===== config.mk =====
export PLATFORM = sky130hd
export DESIGN_NAME = snn_img_loader
export DESIGN_NICKNAME = d
export VERILOG_FILES = /design/src/rtl/snn_img_loader.sv
export SDC_FILE = /design/constraint.sdc
export NUM_CORES = 1
export LEC_CHECK = 0
export CORE_AREA = 2 2 59 61
export CTS_BUF_LIST = sky130_fd_sc_hd__clkbuf_8
export CTS_CLUSTER_SIZE = 40
export DETAILED_ROUTE_END_ITERATION = 6
export DIE_AREA = 0 0 61 63
export GPL_TIMING_DRIVEN = 1
export PLACE_DENSITY = 0.89
export SLEW_MARGIN = 15
export SYNTH_ARGS = -nofsm -noshare
export SYNTH_HDL_FRONTEND = slang
export SYNTH_SLANG_ARGS = --single-unit
export TNS_END_PERCENT = 1

===== constraint.sdc =====
create_clock -name clk -period 3.3 [get_ports clk]
set_input_delay 0.66 -clock clk [delete_from_list [all_inputs] [get_ports clk]]
set_output_delay 0.66 -clock clk [all_outputs]
set_load 0.1 [all_outputs]

===== src/rtl/snn_img_loader.sv =====
// Host front end for the SNN core: unpacks a NUM_PIXELS-bit image LSB-first into the input RAM, starts the core, returns the digit byte.
// One byte per 9 cycles in; rx_ready/tx_valid decode from state only. SNN_LOADER_ASCII_EN selects ASCII result encoding.
module snn_img_loader #(
  parameter int NUM_PIXELS = 784,
  parameter int ADDR_W     = 10
) (
  input  logic              clk,
  input  logic              rst,
  input  logic [7:0]        rx_data,
  input  logic              rx_valid,
  output logic              rx_ready,
  output logic              we_input,
  output logic [ADDR_W-1:0] addr_wr,
  output logic              d_input,
  output logic              snn_start,
  input  logic              snn_done,
  input  logic [3:0]        snn_digit,
  output logic [7:0]        tx_data,
  output logic              tx_valid,
  input  logic              tx_ready,
  output logic              busy
);

  localparam int NUM_BYTES = NUM_PIXELS / 8;
  localparam int BC_W      = (NUM_BYTES > 1) ? $clog2(NUM_BYTES) : 1;
  localparam logic [BC_W-1:0] LAST_BYTE = BC_W'(NUM_BYTES - 1);

  typedef enum logic [2:0] {
    S_RECV,
    S_UNPACK,
    S_START,
    S_WAIT,
    S_SEND
  } state_t;

  state_t            state_q, state_d;
  logic [BC_W-1:0]   byte_cnt_q, byte_cnt_d;
  logic [2:0]        bit_idx_q, bit_idx_d;
  logic [ADDR_W-1:0] addr_q, addr_d;
  logic [7:0]        shift_q, shift_d;
  logic [3:0]        digit_q, digit_d;
  logic [7:0]        tx_byte;

  always_ff @(posedge clk) begin
    if (rst) begin
      state_q    <= S_RECV;
      byte_cnt_q <= '0;
      bit_idx_q  <= '0;
      addr_q     <= '0;
      shift_q    <= '0;
      digit_q    <= '0;
    end else begin
      state_q    <= state_d;
      byte_cnt_q <= byte_cnt_d;
      bit_idx_q  <= bit_idx_d;
      addr_q     <= addr_d;
      shift_q    <= shift_d;
      digit_q    <= digit_d;
    end
  end

  always_comb begin
    state_d    = state_q;
    byte_cnt_d = byte_cnt_q;
    bit_idx_d  = bit_idx_q;
    addr_d     = addr_q;
    shift_d    = shift_q;
    digit_d    = digit_q;
    case (state_q)
      S_RECV: begin
        if (rx_valid) begin
          shift_d   = rx_data;
          bit_idx_d = '0;
          state_d   = S_UNPACK;
        end
      end
      S_UNPACK: begin
        shift_d   = {1'b0, shift_q[7:1]};
        bit_idx_d = bit_idx_q + 3'd1;
        if (bit_idx_q == 3'd7) begin
          // The last pixel leaves the address at 0 rather than one past the image.
          if (byte_cnt_q == LAST_BYTE) begin
            addr_d     = '0;
            byte_cnt_d = '0;
            state_d    = S_START;
          end else begin
            addr_d     = addr_q + ADDR_W'(1);
            byte_cnt_d = byte_cnt_q + BC_W'(1);
            state_d    = S_RECV;
          end
        end else begin
          addr_d = addr_q + ADDR_W'(1);
        end
      end
      S_START: state_d = S_WAIT;
      S_WAIT: begin
        if (snn_done) begin
          digit_d = snn_digit;
          state_d = S_SEND;
        end
      end
      S_SEND: begin
        if (tx_ready) state_d = S_RECV;
      end
      default: state_d = S_RECV;
    endcase
  end

  always_comb begin
`ifdef SNN_LOADER_ASCII_EN
    tx_byte = (digit_q > 4'd9) ? 8'h3F : (8'h30 + {4'h0, digit_q});
`else
    tx_byte = {4'h0, digit_q};
`endif
  end

  always_comb begin
    rx_ready  = (state_q == S_RECV);
    we_input  = (state_q == S_UNPACK);
    d_input   = (state_q == S_UNPACK) ? shift_q[0] : 1'b0;
    addr_wr   = addr_q;
    snn_start = (state_q == S_START);
    tx_valid  = (state_q == S_SEND);
    tx_data   = (state_q == S_SEND) ? tx_byte : 8'h00;
    // Between bytes of an image the FSM sits in RECV with a nonzero byte count.
    busy      = (state_q != S_RECV) || (byte_cnt_q != '0);
  end

endmodule


Word level (Yosys, flattened, before mapping):

Index checks and enable logic that the tools add are counted.

* flip-flop bits (word level): 35
* input port bits: 17
* output and inout bits: 24
* logic and storage cells: 43

* add/subtract/negate cells: 3
* eq/ne operators: 10
* mux-type cells: 15
* reduce and logical (&&, ||, !) cells: 9

Operators by type and width (count)
* 10-bit 2-to-1 mux: 2
* 8-bit one-hot mux with 2 select lines: 1
* 3-bit 2-to-1 mux: 5
* 3-bit one-hot mux with 5 select lines: 1
* 10-bit by 1-bit adder with 10-bit output (second input constant): 1
* 8-bit 2-to-1 mux: 1
* 7-bit by 1-bit adder with 7-bit output (second input constant): 1
* 7-bit == test (second input constant): 1
* 7-bit 2-to-1 mux: 1
* 7-bit nonzero test: 1
* 3-bit by 2-bit == test with 1-bit output (second input constant): 2
* 3-bit == test (second input constant): 2
* 3-bit one-hot mux with 2 select lines: 1
* 2-bit AND reduction: 3
* 4-bit 2-to-1 mux: 1
* 2-bit by 1-bit != test with 1-bit output (second input constant): 2
* 2-bit != test (second input constant): 2
* 4-bit AND reduction: 1
* 3-bit by 1-bit adder with 3-bit output (second input constant): 1
* 3-bit by 1-bit == test with 1-bit output (second input constant): 1
* 3-bit logical NOT: 1
* 3-bit nonzero test: 1
* 2-bit 2-to-1 mux: 1
* 2-bit nonzero test: 1
* other kinds (2): 2

Longest topological paths before layout:

Gate-level depths: netlist of the first run.

* depth after elaboration: 4
* mapped depth: 7

Worst setup path before layout of the first run:

Ideal clock, no wire load.

* path kind: register to output
* from: register state_q[1]
* to: output port busy
* arrival: 4323 ps
* setup slack: -1683 ps
* stages on the path, launching flop included: 4
* buffers on the path: 1
* cells stage by stage: dfxtp_1 clkbuf_1 nor3_1 nand4_1

* longest elaborated chain between the ends: 2

Ends and longest elaborated chain
* start: declaration: RTL line 36 `state_t state_q, state_d;`
* start signal: assignment: RTL line 53 `state_q <= state_d;`
* 3-bit nonzero test: RTL line 126 `busy = (state_q != S_RECV) || (byte_cnt_q != '0);`
* 1-bit logical OR: RTL line 126
* end: declaration: RTL line 21 `output logic busy`

Every way passes these cells.

Worst setup path in the final report of the first run:

* from: register state_q[0]
* to: output port d_input

* longest elaborated chain between the ends: 2

Ends and longest elaborated chain
* 3-bit by 1-bit == test with 1-bit output: RTL line 120 `d_input = (state_q == S_UNPACK) ? shift_q[0] : 1'b0;`
* 1-bit 2-to-1 mux: RTL line 120
* end: declaration: RTL line 14 `output logic d_input,`

Every way passes these cells.

==> results of run 1 <==
-- state kept, by name, indices dropped and copies added (netlist names) --
register,count
addr_wr,10
shift_q,8
byte_cnt_q,7
digit_q,4
bit_idx_q,3
state_q,3
-- path summary, 6_finish.rpt --
kind	from	endpoint	slack, ns	cells past startpoint
max	state_q[0]	d_input	0.61	5
min	shift_q[5]	shift_q[5]	0.46	2
min reg2reg	shift_q[5]	shift_q[5]	0.46	2
max reg2reg	state_q[0]	addr_wr[4]	1.43	4
-- kinds of logic after synthesis --
logic type                 Yosys count  synth area share
buffers and inverters               17           0.04921
other                                1          0.002269
DFF                                 35            0.4239
and+or+nand+nor                    104            0.3172
xor gates and xnor gates            13           0.06889
muxes                                5           0.03104
adders and majority gates            6           0.04542
AOI/OAI and AO/OA                   17           0.06208
-- stage by stage --
stage	setup slack [ns]	setup TNS [ns]	total power, mW	instances	util
floorplan	-0.2655	-0.2655	0.5565	201	-
global placement	0.9536	0	0.5939	273	0.6264
detailed placement	0.9318	0	0.5959	273	0.6264
CTS	0.6004	0	0.9929	281	0.6628
global route	0.5157	0	1.016	281	0.6628
finish	0.6102	0	0.9835	281	0.6628
-- cells in the final DEF, fill, tap and decap left out, types with 6 or more instances in the layout --
cell / netlist / layout
xnor2_1: 9 / 9
nor2_1: 38 / 38
clkbuf_8: 0 / 6
a21oi_1: 11 / 11
and3_1: 6 / 6
nand2_1: 19 / 19
ha_1: 6 / 6
dfxtp_1: 35 / 35
buf_4: 4 / 21
nand3_1: 9 / 9
clkdlybuf4s50_1: 0 / 16
nor3_1: 8 / 7
nor4_1: 6 / 6
-- critical path: stages (launching register included) --
cell and delay [ns]:
dfxtp_1 0.57, or3b_1 0.38, buf_4 0.21, inv_2 0.19, and2_1 0.21, buf_12 0.18
-- Yosys cell counts, drive strengths merged (2+ instances only) --
cell    count  area share
dfxtp      35        0.42
xor2        4       0.021
clkbuf      7       0.016
nor4        8       0.038
a22oi       3       0.014
a21oi      11       0.033
buf         6       0.024
mux2i       4       0.024
and2        2      0.0076
nor3        8       0.024
nand3       9       0.027
xnor2       9       0.048
and3        6       0.023
ha          6       0.045
nand4       4       0.015
inv         4      0.0091
nor2       38       0.086
nand2      19       0.043
-- layer usage --
layer  up-vias  share of wire
met2        32           0.47
met3         6          0.049
met4         0          0.017
li1        743              -
met1       657           0.46
met5         -              0
-- final cells by class --
cell class / count / area [µm²]
Clock buffer: 6 / 82.58
Timing Repair Buffer: 39 / 357.8
Multi-Input combinational cell: 149 / 893.4
Sequential cell: 35 / 700.7
Tap cell: 46 / 57.56
Inverter: 4 / 15.01
Clock inverter: 2 / 35.03
Fill cell: 280 / 1090
-- power breakdown --
| group | internal, mW | switching (mW) | leakage, nW |
|---|---|---|---|
| clock network | 0.244 | 0.153 | 0.0612 |
| logic | 0.0458 | 0.0957 | 0.536 |
| registers | 0.435 | 0.0103 | 0.284 |
| total | 0.725 | 0.259 | 0.881 |
==> impl_metrics.py, run 1 <==
metrics = {
    "status": {
        "status": "completed",
    },
    "detailed_routing": {
        "drtIter0Drc": 35,
        "routed_wl_um": 3132,
        "via_per_inst": 5.117,
        "first_pass_iters": 4,
        "drc": 0,
        "vias": 1438,
        "routedWlPerCell_um": 11.15,
        "antenna_left": 0,
    },
    "sta": {
        "whs_ns": 0.4643,
        "final-hold-violation-count": 0,
        "slew_headroom": 0.5669,
        "post-route-period-util": 0.8151,
        "worst_clock_skew_ns": 0.004582,
        "tightest_slew_ns": 0.6407,
        "final_max_slew_viol_count": 0,
        "finalSetupViolCount": 0,
        "rsz0062_at_grt": "no",
        "fmax_ghz": 0.3718,
        "fin_crit_ns": 2.690,
    },
    "synth": {
        "synth_cells": 198,
        "synth_area_mm2": 0.001653,
        "synth-seq-cells": 35,
        "ys_types": 36,
        "syn_avg_cell_area_um2": 8.348,
        "synth_edf_count": 0,
        "seq_area_frac_synth": 0.4239,
        "synth-async-reset-ratio": 0,
        "ys_warn_count": 0,
        "synth_ff_type": "dfxtp_1",
    },
    "global_route": {
        "grt_max_degree": 21,
        "use_met1": 0.2387,
        "grt_use_total": 0.1874,
        "grt_pass1_wl_um": 5561,
        "antenna_found_initial": 0,
        "use_met3": 0.07453,
        "met2_usage": 0.2782,
        "grt_pass1_vias": 1308,
        "grt_busiest_layer": "met2",
        "overflow": 0,
    },
    "worst_setup_path": {
        "crit_path_max_fanout": 20,
        "required_ns": 2.64,
        "arrival_ns": 2.03,
        "crit_type": "flop to output port",
        "cp-end-kind": "output port",
        "startpoint_type": "flop",
    },
    "clock_tree": {
        "cts_sinks": 35,
        "cts_setup_buffers": 0,
        "cts_tree": "yes",
        "clk_pin_slew_ns": 0.07,
        "htree_levels": 2,
        "clock_latency_ns": 0.29,
        "cts_resized": 0,
        "cts_made_buffers": 5,
        "cts_root_buf": "clkbuf_8",
        "clockBufferDepth": 2,
        "postCtsHoldBufs": 0,
    },
    "floorplanning": {
        "start_util": 0.5114,
        "fp.dieW_um": 61,
        "die-area_mm2": 0.003843,
        "io_pins": 41,
        "die_h_um": 63,
        "row_count": 21,
        "core_area_mm2": 0.003232,
    },
    "final_layout": {
        "layout-drive-gt1-share": 0.1574,
        "antenna_cells": 0,
        "num-nets-final": 257,
        "area_growth_pct": 29.60,
        "fin_area_mm2": 0.002142,
    },
    "placed_design": {
        "dpl-instance-area_mm2": 0.002024,
        "portBuffers": 36,
        "post-dp-hpwl_um": 2206,
        "gp_congestion": 0.8338,
    },
    "power": {
        "peakVddDrop_mv": 0.2730,
        "leakage_nw": 0.8813,
        "power_density_mw_per_mm2": 459.2,
    },
    "job": {
        "maxCapViolCount": 0,
    },
    "min_path": {
        "hold_class": "flop to flop",
    },
}
Power figures use the tool's default switching activity.
==> run 2, diff against run 1 <==
CORE_AREA = 2 2 61 63   (was 2 2 59 61)
DIE_AREA = 0 0 63 65   (was 0 0 61 63)
PLACE_DENSITY = 0.85   (was 0.89)
clock period = 2.57 ns   (was 3.3 ns; I/O delays follow)
==> run 2 against run 1 <==
Net effect:
- via count is 0.83% lower
- critical path depth is 1 lower
- die area is 6.6% higher
- largest cell class unchanged
- highest routed layer unchanged
==> impl_metrics.py, run 2 (synthesis gave the netlist of run 1 again) <==
metrics = {
    "status": {
        "status": "completed",
    },
    "global_route": {
        "grt_pass1_vias": 1286,
        "grt_pass1_wl_um": 5561,
        "antenna_found_initial": 0,
        "grt_use_total": 0.1725,
        "overflow": 0,
        "grt_max_degree": 22,
    },
    "clock_tree": {
        "cts_resized": 0,
        "htree_levels": 2,
        "clockBufferDepth": 2,
        "cts_root_buf": "clkbuf_8",
        "cts_sinks": 35,
        "cts_setup_buffers": 0,
        "cts_tree": "yes",
        "cts_made_buffers": 5,
        "postCtsHoldBufs": 0,
        "clock_latency_ns": 0.29,
        "clk_pin_slew_ns": 0.07,
    },
    "detailed_routing": {
        "drc": 0,
        "antenna_left": 0,
        "via_per_inst": 5.039,
        "drtIter0Drc": 63,
        "routedWlPerCell_um": 11.43,
        "first_pass_iters": 4,
        "vias": 1426,
        "routed_wl_um": 3236,
    },
    "worst_setup_path": {
        "required_ns": 2.06,
        "crit_path_max_fanout": 13,
        "cp-end-kind": "output port",
        "startpoint_type": "flop",
        "r2r_end": "addr_wr[4]",
        "crit_type": "flop to output port",
        "worst_r2r_path_depth": 4,
        "reg2reg_slack_ns": 0.66,
        "r2r-start": "state_q[0]",
        "arrival_ns": 1.85,
    },
    "sta": {
        "rsz0062_at_grt": "no",
        "worst_clock_skew_ns": 0.009712,
        "final-hold-violation-count": 0,
        "finalSetupViolCount": 0,
        "fin_crit_ns": 2.361,
        "final_max_slew_viol_count": 0,
        "fmax_ghz": 0.4235,
        "tightest_slew_ns": 0.6006,
        "slew_headroom": 0.5940,
        "setup_tns_ns": 0,
        "post-route-period-util": 0.9187,
    },
    "min_path": {
        "min_from": "shift_q[6]",
        "worst_hold_path.endpoint": "shift_q[6]",
        "hold_path_depth": 2,
        "hold_class": "flop to flop",
    },
    "floorplanning": {
        "die_h_um": 65,
        "die-area_mm2": 0.004095,
        "start_util": 0.4728,
        "io_pins": 41,
        "row_count": 22,
        "fp.dieW_um": 63,
        "core_area_mm2": 0.003496,
    },
    "power": {
        "finalPower_mw": 1.126,
        "power_density_mw_per_mm2": 532.8,
        "leakage_nw": 0.8738,
        "peakVddDrop_mv": 0.3476,
    },
    "placed_design": {
        "gp_congestion": 0.7773,
        "dp_cells": 275,
        "portBuffers": 36,
        "post-dp-hpwl_um": 2330,
    },
    "final_layout": {
        "fin_cells": 283,
        "antenna_cells": 0,
        "area_growth_pct": 27.86,
        "largest_reg_flops": 10,
        "most-common-layout-cells": "nor2_1 (38), dfxtp_1 (35), buf_4 (21)",
        "layout-drive-gt1-share": 0.1532,
        "fin_util": 0.6045,
        "fillers": 328,
        "layout_commonest_cell": "nor2_1",
        "num-nets-final": 257,
    },
    "job": {
        "maxCapViolCount": 0,
    },
}
run 2: cell types whose count changed in the layout (fill, tap and decap cells not counted), sizes merged:
cell,change
bufinv,-1
clkbuf,-1
inv,+2
run 2: layout make-up:
class | instances | area, µm² | share of cell area
multi-input cells | 149 | 898.4 | 0.4251
flip-flops and latches | 35 | 700.7 | 0.3316
repair buffers | 39 | 357.8 | 0.1693
clock buffers | 5 | 68.82 | 0.03256
well taps | 48 | 60.06 | 0.02842
inverters | 4 | 15.01 | 0.007105
clock inverters | 3 | 12.51 | 0.005921
run 2: worst max path at each step:
| stage | start | endpoint | slack, ns | cells past startpoint |
|---|---|---|---|---|
| floorplan | state_q[0] | busy | -0.49 | 3 |
| global placement | rx_valid | shift_q[1] | 0.46 | 5 |
| detailed placement | rx_valid | shift_q[4] | 0.38 | 5 |
| CTS | state_q[0] | d_input | 0.19 | 4 |
| global route | state_q[0] | d_input | 0.09 | 4 |
| finish | state_q[0] | d_input | 0.21 | 4 |
run 2: worst max-delay path, stage by stage (launching register included):
cell and delay (ns):
dfxtp_1 0.57, or3b_1 0.42, inv_2 0.18, and2_1 0.20, buf_12 0.18
run 2: metal layers:
metal | share of wire | vias to the layer above | global-route usage | routed length, µm
met3 | 0.046 | 6 | 0.05382 | 150
met5 | 0 | - | 0 | 0
li1 | - | 743 | - | -
met1 | 0.45 | 648 | 0.1970 | 1467
met4 | 0.017 | 0 | 0.08056 | 55
met2 | 0.48 | 29 | 0.2939 | 1562
run 2: per-stage QoR:
stage / hold slack (ns) / setup WS (ns) / cell area (µm²)
6_report: 0.4599 / 0.2089 / 2113
5_1_grt: 0.4882 / 0.08512 / 2113
4_1_cts: 0.4647 / 0.1885 / 2113
3_5_place_dp: 0.4548 / 0.3768 / 2032
3_3_place_gp: 0.4482 / 0.4557 / 2032
2_1_floorplan: 0.4367 / -0.4929 / 1680
run 2: power by group:
part	switching, mW	internal, mW	total, mW
logic	0.122	0.0587	0.181
clock network	0.191	0.182	0.373
registers	0.0134	0.558	0.572
total	0.327	0.799	1.13
==> run 3, diff against run 2 <==
CORE_AREA = 2 2 58 60   (was 2 2 61 63)
DIE_AREA = 0 0 60 62   (was 0 0 63 65)
DONT_BUFFER_PORTS = 1   (was unset)
PLACE_DENSITY = 0.75   (was 0.85)
==> run 3 against run 2 <==
Net effect:
- die area fell by 9.2%
- critical path depth fell by 2
- sequential power barely moved
- sequential share of layout area rose by 2.9 points
- register-to-register slack got worse by 0.08 ns
- clock skew fell by 0.0059 ns
- count of clock-buffer cells in the layout rose by 1
- cell area fell by 8.1%
- via count fell by 2.3%
- critical endpoint is now tx_valid
==> impl_metrics.py, run 3 (synthesis gave the netlist of run 1 again) <==
metrics = {
    "status": {
        "status": "completed",
    },
    "worst_setup_path": {
        "cp_top_family": "simple AND/OR/NAND/NOR gates",
        "crit_path_max_fanout": 13,
        "worst_r2r_path_depth": 4,
        "crit_path_cell_trace": "nor2_1 > and2_1",
        "cp.buffers_inverters": 0,
        "arrival_ns": 1.84,
        "startpoint_type": "flop",
        "max_stage_delay_ns": 0.83,
        "cp-end-kind": "output port",
        "cpMaxStageDelayCell": "and2_1",
        "required_ns": 2.06,
        "crit_cells": 2,
        "crit_type": "flop to output port",
    },
    "power": {
        "p_int_mw": 0.8026,
        "peakVddDrop_mv": 0.3655,
        "sw_frac_of_total": 0.2835,
        "finalPower_mw": 1.120,
        "power_density_mw_per_mm2": 576.5,
        "clkPwrFrac": 0.356,
        "power_frac_comb": 0.133,
        "power.net_switching_mw": 0.3176,
        "pwr-share-seq": 0.511,
        "leakage_nw": 0.7972,
    },
    "final_layout": {
        "layout_commonest_cell": "nor2_1",
        "area_growth_pct": 17.56,
        "num-nets-final": 240,
        "largest_reg_flops": 10,
        "antenna_cells": 0,
        "layout-drive-gt1-share": 0.1659,
        "most-common-layout-cells": "nor2_1 (38), dfxtp_1 (35), buf_4 (21)",
        "fin_area_mm2": 0.001943,
    },
    "clock_tree": {
        "cts_root_buf": "clkbuf_8",
        "clk_pin_slew_ns": 0.07,
        "clock_latency_ns": 0.28,
        "cts_tree": "yes",
        "cts_resized": 0,
        "postCtsHoldBufs": 0,
        "htree_levels": 2,
        "cts_sinks": 35,
        "cts_setup_buffers": 0,
        "cts_made_buffers": 5,
        "clockBufferDepth": 2,
    },
    "detailed_routing": {
        "routedWlPerCell_um": 12.79,
        "drtIter0Drc": 29,
        "first_pass_iters": 4,
        "vias": 1393,
        "routed_wl_um": 3364,
        "antenna_left": 0,
        "drc": 0,
        "via_per_inst": 5.297,
    },
    "sta": {
        "worst_clock_skew_ns": 0.003829,
        "tightest_slew_ns": 0.9896,
        "rsz0062_at_grt": "no",
        "fin_crit_ns": 2.355,
        "post-route-period-util": 0.9162,
        "final_max_slew_viol_count": 0,
        "setup_tns_ns": 0,
        "slew_headroom": 0.3403,
        "fmax_ghz": 0.4247,
        "final-hold-violation-count": 0,
        "finalSetupViolCount": 0,
    },
    "min_path": {
        "hold_class": "input pin to flop",
        "hold_path_depth": 1,
    },
    "placed_design": {
        "portBuffers": 0,
        "gp_congestion": 0.8510,
        "dpl-instance-area_mm2": 0.001856,
        "post-dp-hpwl_um": 2435,
    },
    "global_route": {
        "grt_pass1_vias": 1204,
        "grt_pass1_wl_um": 5368,
        "grt_use_total": 0.1938,
        "overflow": 0,
        "antenna_found_initial": 0,
        "grt_max_degree": 23,
    },
    "floorplanning": {
        "core_area_mm2": 0.003179,
        "row_count": 21,
        "die_h_um": 62,
        "start_util": 0.5199,
        "die-area_mm2": 0.003720,
        "fp.dieW_um": 60,
        "io_pins": 41,
    },
    "job": {
        "maxCapViolCount": 0,
    },
}
==> run 3: cell count changes in the layout (fill, tap and decap cells not counted), sizes merged <==
cell | previous run | this run
buf | 23 | 22
clkdlybuf4s50 | 16 | 0
clkbuf | 5 | 6
inv | 6 | 4
==> run 3: final cells by class <==
| type | instances | area [µm²] |
|---|---|---|
| Clock inverter | 1 | 5.005 |
| Tap cell | 46 | 57.56 |
| Fill cell | 274 | 1236 |
| Timing Repair Buffer | 22 | 177.7 |
| Multi-Input combinational cell | 149 | 904.6 |
| Sequential cell | 35 | 700.7 |
| Clock buffer | 6 | 82.58 |
| Inverter | 4 | 15.01 |
==> run 3: worst paths after layout <==
check | startpoint | to | slack, ns
worst min register to register | shift_q[6] | shift_q[6] | 0.47
worst max-delay path | state_q[0] | tx_valid | 0.22
worst max register to register | state_q[0] | addr_wr[4] | 0.58
worst min-delay path | rst | byte_cnt_q[0] | 0.29
==> run 3: per-layer routing <==
metal,GRT usage,vias to the layer above,part of all wire
met3,0.05797,5,0.048
met4,0.06984,0,0.012
met2,0.3463,35,0.52
li1,-,708,-
met5,0,-,0
met1,0.2195,645,0.42
==> run 3: stage by stage <==
step                  util  setup slack, ns  hold slack, ns  std cells
floorplan                -          -0.4929          0.4367        201
global placement    0.5836           0.5667          0.4395        256
detailed placement  0.5836           0.5198          0.4605        256
CTS                 0.6112           0.2038          0.2826        263
global route        0.6112           0.1211          0.2801        263
finish              0.6112           0.2154          0.2911        263
==> run 3: worst register-to-register path: cells and delay by family, from the launching register on <==
kind	cells	cell delay [ns]
buf+inv	1	0.22
flops	1	0.63
simple gates	2	0.95
compound gates	1	0.13
==> run 3: power by group through the flow <==
| stage | clock [mW] | sequential [mW] | combinational [mW] |
|---|---|---|---|
| global route | 0.422 | 0.575 | 0.158 |
| CTS | 0.405 | 0.572 | 0.150 |
| global placement | 0 | 0.583 | 0.145 |
| floorplan | 0 | 0.599 | 0.116 |
| detailed placement | 0 | 0.584 | 0.148 |
| finish | 0.399 | 0.572 | 0.149 |
